### src/rtl/tick_gen.sv
//------------------------------------------------------------------------------
// Module   : tick_gen
// Purpose  : Programmable tick generator. Emits a one-cycle registered pulse
//            every (div+1) run cycles and a square wave that toggles on every
//            tick. The divide value is double-buffered through a shadow
//            register so ratio changes land only on period boundaries.
// Revision : 1.0 - initial release
//------------------------------------------------------------------------------
`default_nettype none

module tick_gen #(
  parameter int WIDTH = 8
) (
  input  logic             clk,
  input  logic             reset,    // asynchronous, active low
  input  logic             enable,
  input  logic [WIDTH-1:0] div,
  input  logic             load,
  output logic             tick,
  output logic             clk_out,
  output logic             running,
  output logic             pending
);

  typedef enum logic [0:0] {
    IDLE = 1'b0,
    RUN  = 1'b1
  } state_t;

  localparam logic [WIDTH-1:0] c_one  = {{(WIDTH-1){1'b0}}, 1'b1};
  localparam logic [WIDTH-1:0] c_zero = {WIDTH{1'b0}};

  state_t           r_state;
  state_t           w_state_nxt;
  logic [WIDTH-1:0] r_cnt;
  logic [WIDTH-1:0] w_cnt_nxt;
  logic [WIDTH-1:0] r_div_act;
  logic [WIDTH-1:0] w_div_act_nxt;
  logic [WIDTH-1:0] r_shadow;
  logic [WIDTH-1:0] w_shadow_nxt;
  logic             r_pending;
  logic             w_pending_nxt;
  logic             r_tick;
  logic             w_tick_nxt;
  logic             r_clk_out;
  logic             w_clk_out_nxt;

  // Ratio that would be applied if a boundary occurs this cycle: a
  // coincident load wins over the shadow, which wins over the active value.
  logic [WIDTH-1:0] w_apply_val;
  assign w_apply_val = load      ? div      :
                       r_pending ? r_shadow : r_div_act;

  // State register; reset drops straight to IDLE regardless of the clock.
  always_ff @(posedge clk or negedge reset) begin
    if (!reset) begin
      r_state <= IDLE;
    end else begin
      r_state <= w_state_nxt;
    end
  end

  // Next-state and datapath decode; every target gets its hold value first.
  always_comb begin
    w_state_nxt   = r_state;
    w_cnt_nxt     = r_cnt;
    w_div_act_nxt = r_div_act;
    w_shadow_nxt  = load ? div : r_shadow;
    w_pending_nxt = r_pending;
    w_tick_nxt    = 1'b0;
    w_clk_out_nxt = r_clk_out;

    case (r_state)
      IDLE: begin
        // No period in progress, so any new ratio is applied at once and the
        // counter is preset to a full period for the next start.
        w_div_act_nxt = w_apply_val;
        w_cnt_nxt     = w_apply_val;
        w_pending_nxt = 1'b0;
        if (enable) begin
          w_state_nxt = RUN;
        end
      end

      RUN: begin
        if (!enable) begin
          // Halting beats a terminal count: no tick, clk_out holds level,
          // and the residual count is discarded.
          w_state_nxt   = IDLE;
          w_div_act_nxt = w_apply_val;
          w_cnt_nxt     = w_apply_val;
          w_pending_nxt = 1'b0;
        end else if (r_cnt != c_zero) begin
          // Mid-period: count down; a load is parked until the boundary.
          w_cnt_nxt = r_cnt - c_one;
          if (load) begin
            w_pending_nxt = 1'b1;
          end
        end else begin
          // Terminal edge: pulse, toggle, and start the next period with
          // whichever ratio is newest.
          w_tick_nxt    = 1'b1;
          w_clk_out_nxt = ~r_clk_out;
          w_div_act_nxt = w_apply_val;
          w_cnt_nxt     = w_apply_val;
          w_pending_nxt = 1'b0;
        end
      end

      default: begin
        w_state_nxt = IDLE;
      end
    endcase
  end

  // Datapath registers; reset clears any partial count and parked load.
  always_ff @(posedge clk or negedge reset) begin
    if (!reset) begin
      r_cnt     <= c_zero;
      r_div_act <= c_zero;
      r_shadow  <= c_zero;
      r_pending <= 1'b0;
      r_tick    <= 1'b0;
      r_clk_out <= 1'b0;
    end else begin
      r_cnt     <= w_cnt_nxt;
      r_div_act <= w_div_act_nxt;
      r_shadow  <= w_shadow_nxt;
      r_pending <= w_pending_nxt;
      r_tick    <= w_tick_nxt;
      r_clk_out <= w_clk_out_nxt;
    end
  end

  assign tick    = r_tick;
  assign clk_out = r_clk_out;
  assign running = (r_state == RUN);
  assign pending = r_pending;

endmodule

`default_nettype wire

### config.mk
export PLATFORM = sky130hd
export DESIGN_NAME = tick_gen
export DESIGN_NICKNAME = d
export VERILOG_FILES = /design/src/rtl/tick_gen.sv
export SDC_FILE = /design/constraint.sdc
export NUM_CORES = 1
export LEC_CHECK = 0
export ABC_CLOCK_PERIOD_IN_PS = 3250
export BUFFER_PORTS_ARGS = -buffer_cell sky130_fd_sc_hd__buf_4
export CAP_MARGIN = 20
export CORE_MARGIN = 8
export CORE_UTILIZATION = 60
export CTS_CLUSTER_DIAMETER = 30
export DETAILED_ROUTE_END_ITERATION = 7
export PLACE_DENSITY = 0.82
export REMOVE_ABC_BUFFERS = 1
export SYNTH_ARGS = -nofsm -noshare
export SYNTH_HDL_FRONTEND = slang
export SYNTH_SLANG_ARGS = --single-unit
export TNS_END_PERCENT = 100
### constraint.sdc
create_clock -name clk -period 3.25 [get_ports clk]
set_clock_uncertainty 0.15 [all_clocks]
set_input_delay 0.325 -clock clk [delete_from_list [all_inputs] [get_ports clk]]
set_output_delay 0.325 -clock clk [all_outputs]
set_load 0.005 [all_outputs]
# Yosys cells after proc, flatten, opt, wreduce, memory -nomap -nowiden

Cells that the tools add are included.

Register bits after elaboration: 28
Input bits: 12
Word-level logic and storage cells: 31

Reductions and logical operators: 2
$add $sub $neg: 1
Bitwise logic cells: 3
Muxes and demuxes: 16
Equal/unequal tests: 2

Operator list:

| cell                                             | count |
|---|---|
| two-way mux 8 bit                                | 6 |
| case mux 8 bit (2 select lines)                  | 2 |
| nonzero test 8 bit                               | 1 |
| subtractor 8 x 1 -> 8 bit, second input constant | 1 |
| two-way mux 1 bit                                | 7 |
| != test 4 bit, second input constant             | 1 |
| != test 3 bit, second input constant             | 1 |
| NOT 1 bit                                        | 3 |
| AND reduction 3 bit                              | 1 |
| case mux 1 bit (2 select lines)                  | 1 |

# Logic depth before layout (Yosys ltp)

Word-level depth: 5
Depth in mapped cells: 7
Mapped depth without buffers: 6

# Worst setup path after synthesis

OpenSTA, ideal clock, no wires.

Path type: register -> register
From: register r_cnt[3]
To: register r_cnt[7]
Cell stages (with the launch flop): 5
Setup time: 119 ps
Path buffers: 0
Period minus slack after synthesis: 1653 ps
Data arrival time: 1384 ps
Setup slack: 1597 ps
Path through: dfrtp_1 -> or4_4 -> nor4_1 -> a21oi_1 -> o21a_1

Cells in the longest elaborated chain, start to end: 4
Elaborated cells on any way between the ends: 5
Those cells by class: add/sub (1); mux (3); reduce/logical (1)

Ends and longest elaborated chain:

| what                                                                   | line   | RTL |
|---|---|---|
| from (decl)                                                            | 35     | `logic [WIDTH-1:0] r_cnt;` |
| from (signal assigned)                                                 | 119    | `r_cnt <= c_zero;` |
| from (signal assigned)                                                 | 126    | `r_cnt <= w_cnt_nxt;` |
| subtractor 8 x 1 -> 8 bit / nonzero test 8 bit (equally long branches) | 95, 93 |  |
| two-way mux 8 bit *                                                    | 93     | `end else if (r_cnt != c_zero) begin` |
| two-way mux 8 bit *                                                    | 86     | `if (!enable) begin` |
| case mux 8 bit (2 select lines) *                                      | 73     | `case (r_state)` |
| named net w_cnt_nxt[7]                                                 | 36     | `logic [WIDTH-1:0] w_cnt_nxt;` |

The timed path passes the listed nets; every way through them passes the cells marked *.
A chain may end at the register's enable or synchronous reset.

# Worst setup path in the final report

From: register r_cnt[0]
To: register r_div_act[3]

Cells in the longest elaborated chain, start to end: 2

Ends and longest elaborated chain:

| what                           | line | RTL |
|---|---|---|
| nonzero test 8 bit             | 93   |  |
| != test 3 bit (no source line) | -    |  |
| to (signal assigned)           | 120  | `r_div_act <= c_zero;` |
| to (signal assigned)           | 127  | `r_div_act <= w_div_act_nxt;` |
| to (decl)                      | 37   | `logic [WIDTH-1:0] r_div_act;` |

Every way passes these cells.

==> run metrics <==
Slew HR 0.437; Gate Count Post-Synth between 100 and 150; Clock transition at path regs between 0.1 and 0.15 ns; Die ar. slightly below 4000 um^2; Flop pwr share 0.568; final worst path period share 0.626; port bufs 15; PostCTS Resize Cnt 0; WP data required about 3.4 ns; final net count between 150 and 200; worst-case reg-to-reg path depth 6; clk_lat worst skew 0.32 ns; Core Box Area between 2000 and 2500 um^2; CP max stage cell a31oi_1; most frequent cell after synthesis nand2_1; Post-Place Worst Slack about 1.3 ns; largest net degree at the start of global routing 29; Initial Util 0.614; Hold Vio Cnt, Final 0; Syn. warnings 0; Post-synth EDFFs 0; Num CTS Buffers 3; Mapped Area ~1300 um^2; # diodes 0; per-cell routed wire length 13.3 um; HP Start div[5]; Final min period 2.03 ns; Reg-to-Reg End r_div_act[3]; Max Fclk 491 MHz; clock sink count 28; Slew @ Worst Pin about 0.84 ns; global route total overflow 0; synth top area cells dfrtp_1 (53%), nand2_1 (8.2%), mux2i_1 (6.1%), o21ai_1 (5.3%), o21ai_0 (3.0%); Internal Power roughly 0.00054 W; RR Startpoint r_cnt[0]; Hold Crit Class input pin to flop; Setup crit end kind flop; post-synth top area cell dfrtp_1; htree depth 1; Overall Power around 0.00077 W; unrepaired setup endpoints after global routing false; Placer Congestion between 0.8 and 0.9; CP cell instances inv_1 > ha_1 > nor2b_1 > a31oi_1 > nand2_1 > nand2_1; Leak approximately 0.71 nW; CTS tree yes; most frequent CP cell nand2_1; Setup Total Neg Slack 0 ns; drt first pass iters 4; Worst path max stage delay approximately 0.66 ns; placed wire-length estimate between 1.5 and 2 mm; Clk pwr share 0.217; area grow syn2layout 14.1%; critical path type flop to flop; first-pass GRT wire length between 4 and 5 mm; share of the synthesized area in the top cell type 0.531; final wirelength 2.40 mm; Top delay family on crit path compound AO/OA/AOI/OAI gates; die span in y about 63 um; status finished clean; Main synth FF type dfrtp_1; vias in the first global route 979; post-synthesis sequential area ratio 0.531; layout cell share with drive strength beyond 1 0.171; PD cells 511 nW/um^2; DRT antenna net count 0; ys async rst share 1.00; worst vdd rail ir drop 0.332 mV; Startpoint Class flop; reg-to-reg slack, setup 1.22 ns; Die Wd 62.9 um; top post-synthesis cells by count nand2_1 (29), dfrtp_1 (28), o21ai_1 (14); clock root cell clkbuf_4; FP Rows 17; final setup vio count 0; I/O pin count 16; switching pwr ~0.00023 W; initial antenna violation count 0; clk buf depth 2; combinational power share 0.215; Net Sw Frac 0.294; max-cap viol count 0; vias per inst between 5 and 6; All-Layer GR Usage 0.131; FILL cells approximately 180; via count 977; drt initial violations 26; hold path endpoint r_shadow[5]; setup ws final 1.22 ns; hold path depth 3; Mapped Avg Cell Area 9.78 um^2; drt drc 0; Yosys reg bits 28; Max Slew Vio Count 0; crit-path max FO 9; post-synth cell types 32; Data arrival, critical path between 2 and 2.5 ns; Buf+Inv Stages, Crit Path 1
[flip-flops by register name, indices dropped and copies added (netlist names)]
register,cells
clk_out,1
r_div_act,8
r_cnt,8
running,1
r_shadow,8
tick,1
pending,1
[kinds of logic (layout without fill, tap and decap cells)]
kind of cell | Yosys count | count (layout) | share of synthesized area
XOR/XNOR | 5 | 5 | 0.0332
flip-flops | 28 | 28 | 0.531
AND/OR/NAND/NOR | 43 | 43 | 0.163
buffers and inverters | 15 | 32 | 0.0446
AO/OA/AOI/OAI | 33 | 33 | 0.140
adder cells (fa/ha/maj) | 2 | 2 | 0.0190
multiplexers | 9 | 9 | 0.0692
[through the flow]
step,utilization,instances,hold WS [ns],cell area (um^2)
floorplan,-,131,-0.121,1300
global placement,0.675,174,0.106,1450
detailed placement,0.675,174,0.110,1450
CTS,0.701,180,0.0580,1510
global route,0.701,180,0.0652,1510
finish,0.701,180,0.0668,1510
[placed cells by master (no fill, tap or decap), drive strengths merged, types with 2 or more instances in the layout]
master / instances
ha: 2
a21oi: 3
mux2i: 8
o21bai: 2
xnor2: 3
buf: 15
dfrtp: 28
xor2: 2
nor2: 3
dlygate4sd3: 2
inv: 11
nor4: 3
o21ai: 22
clkbuf: 4
a31oi: 2
nand2: 30
[routing by layer]
layer	track usage	wire length [um]	vias up
li1	-	-	494
met5	0	0	-
met2	0.201	1090	19
met3	0.0233	114	4
met1	0.173	1160	460
met4	0.0655	29	0
[cell type report]
cell class,count,area (um^2),share of cell area
clock buffer,4,36.3,0.0241
inverter,11,41.3,0.0274
multi-input combinational,92,561,0.372
sequential,28,701,0.465
tap,28,35.0,0.0233
timing repair buffer,17,133,0.0880
[what timing repair did]
item | in CTS | in global routing
hold buffers | 2 | 0
setup endpoints to repair | 0 | 0
setup buffers | 0 | 0
hold endpoints to repair | 29 | 0
[tightest hold or removal path, delay by kind of cell]
kind	cells	cell delay (ns)
compound gates	1	0.06
buf+inv	1	0.08
simple gates	1	0.05
[power by group through the flow]
stage	Clock, W	Combinational [W]	Sequential [W]
global placement	0	0.000157	0.000442
finish	0.000167	0.000166	0.000437
global route	0.000181	0.000188	0.000444
detailed placement	0	0.000163	0.000445
CTS	0.000174	0.000167	0.000438
floorplan	0	0.000109	0.000436
[how the worst max path moves through the flow]
stage                   from           end  slack (ns)  cells past startpoint
global placement    r_cnt[0]  r_div_act[0]        1.35                      6
floorplan           r_cnt[3]      r_cnt[7]        1.60                      4
detailed placement  r_cnt[0]  r_div_act[3]        1.27                      6
finish              r_cnt[0]  r_div_act[3]        1.22                      6
global route        r_cnt[0]  r_div_act[6]        1.02                      6
CTS                 r_cnt[0]  r_div_act[3]        1.20                      6
Power figures use the tool's default switching activity.
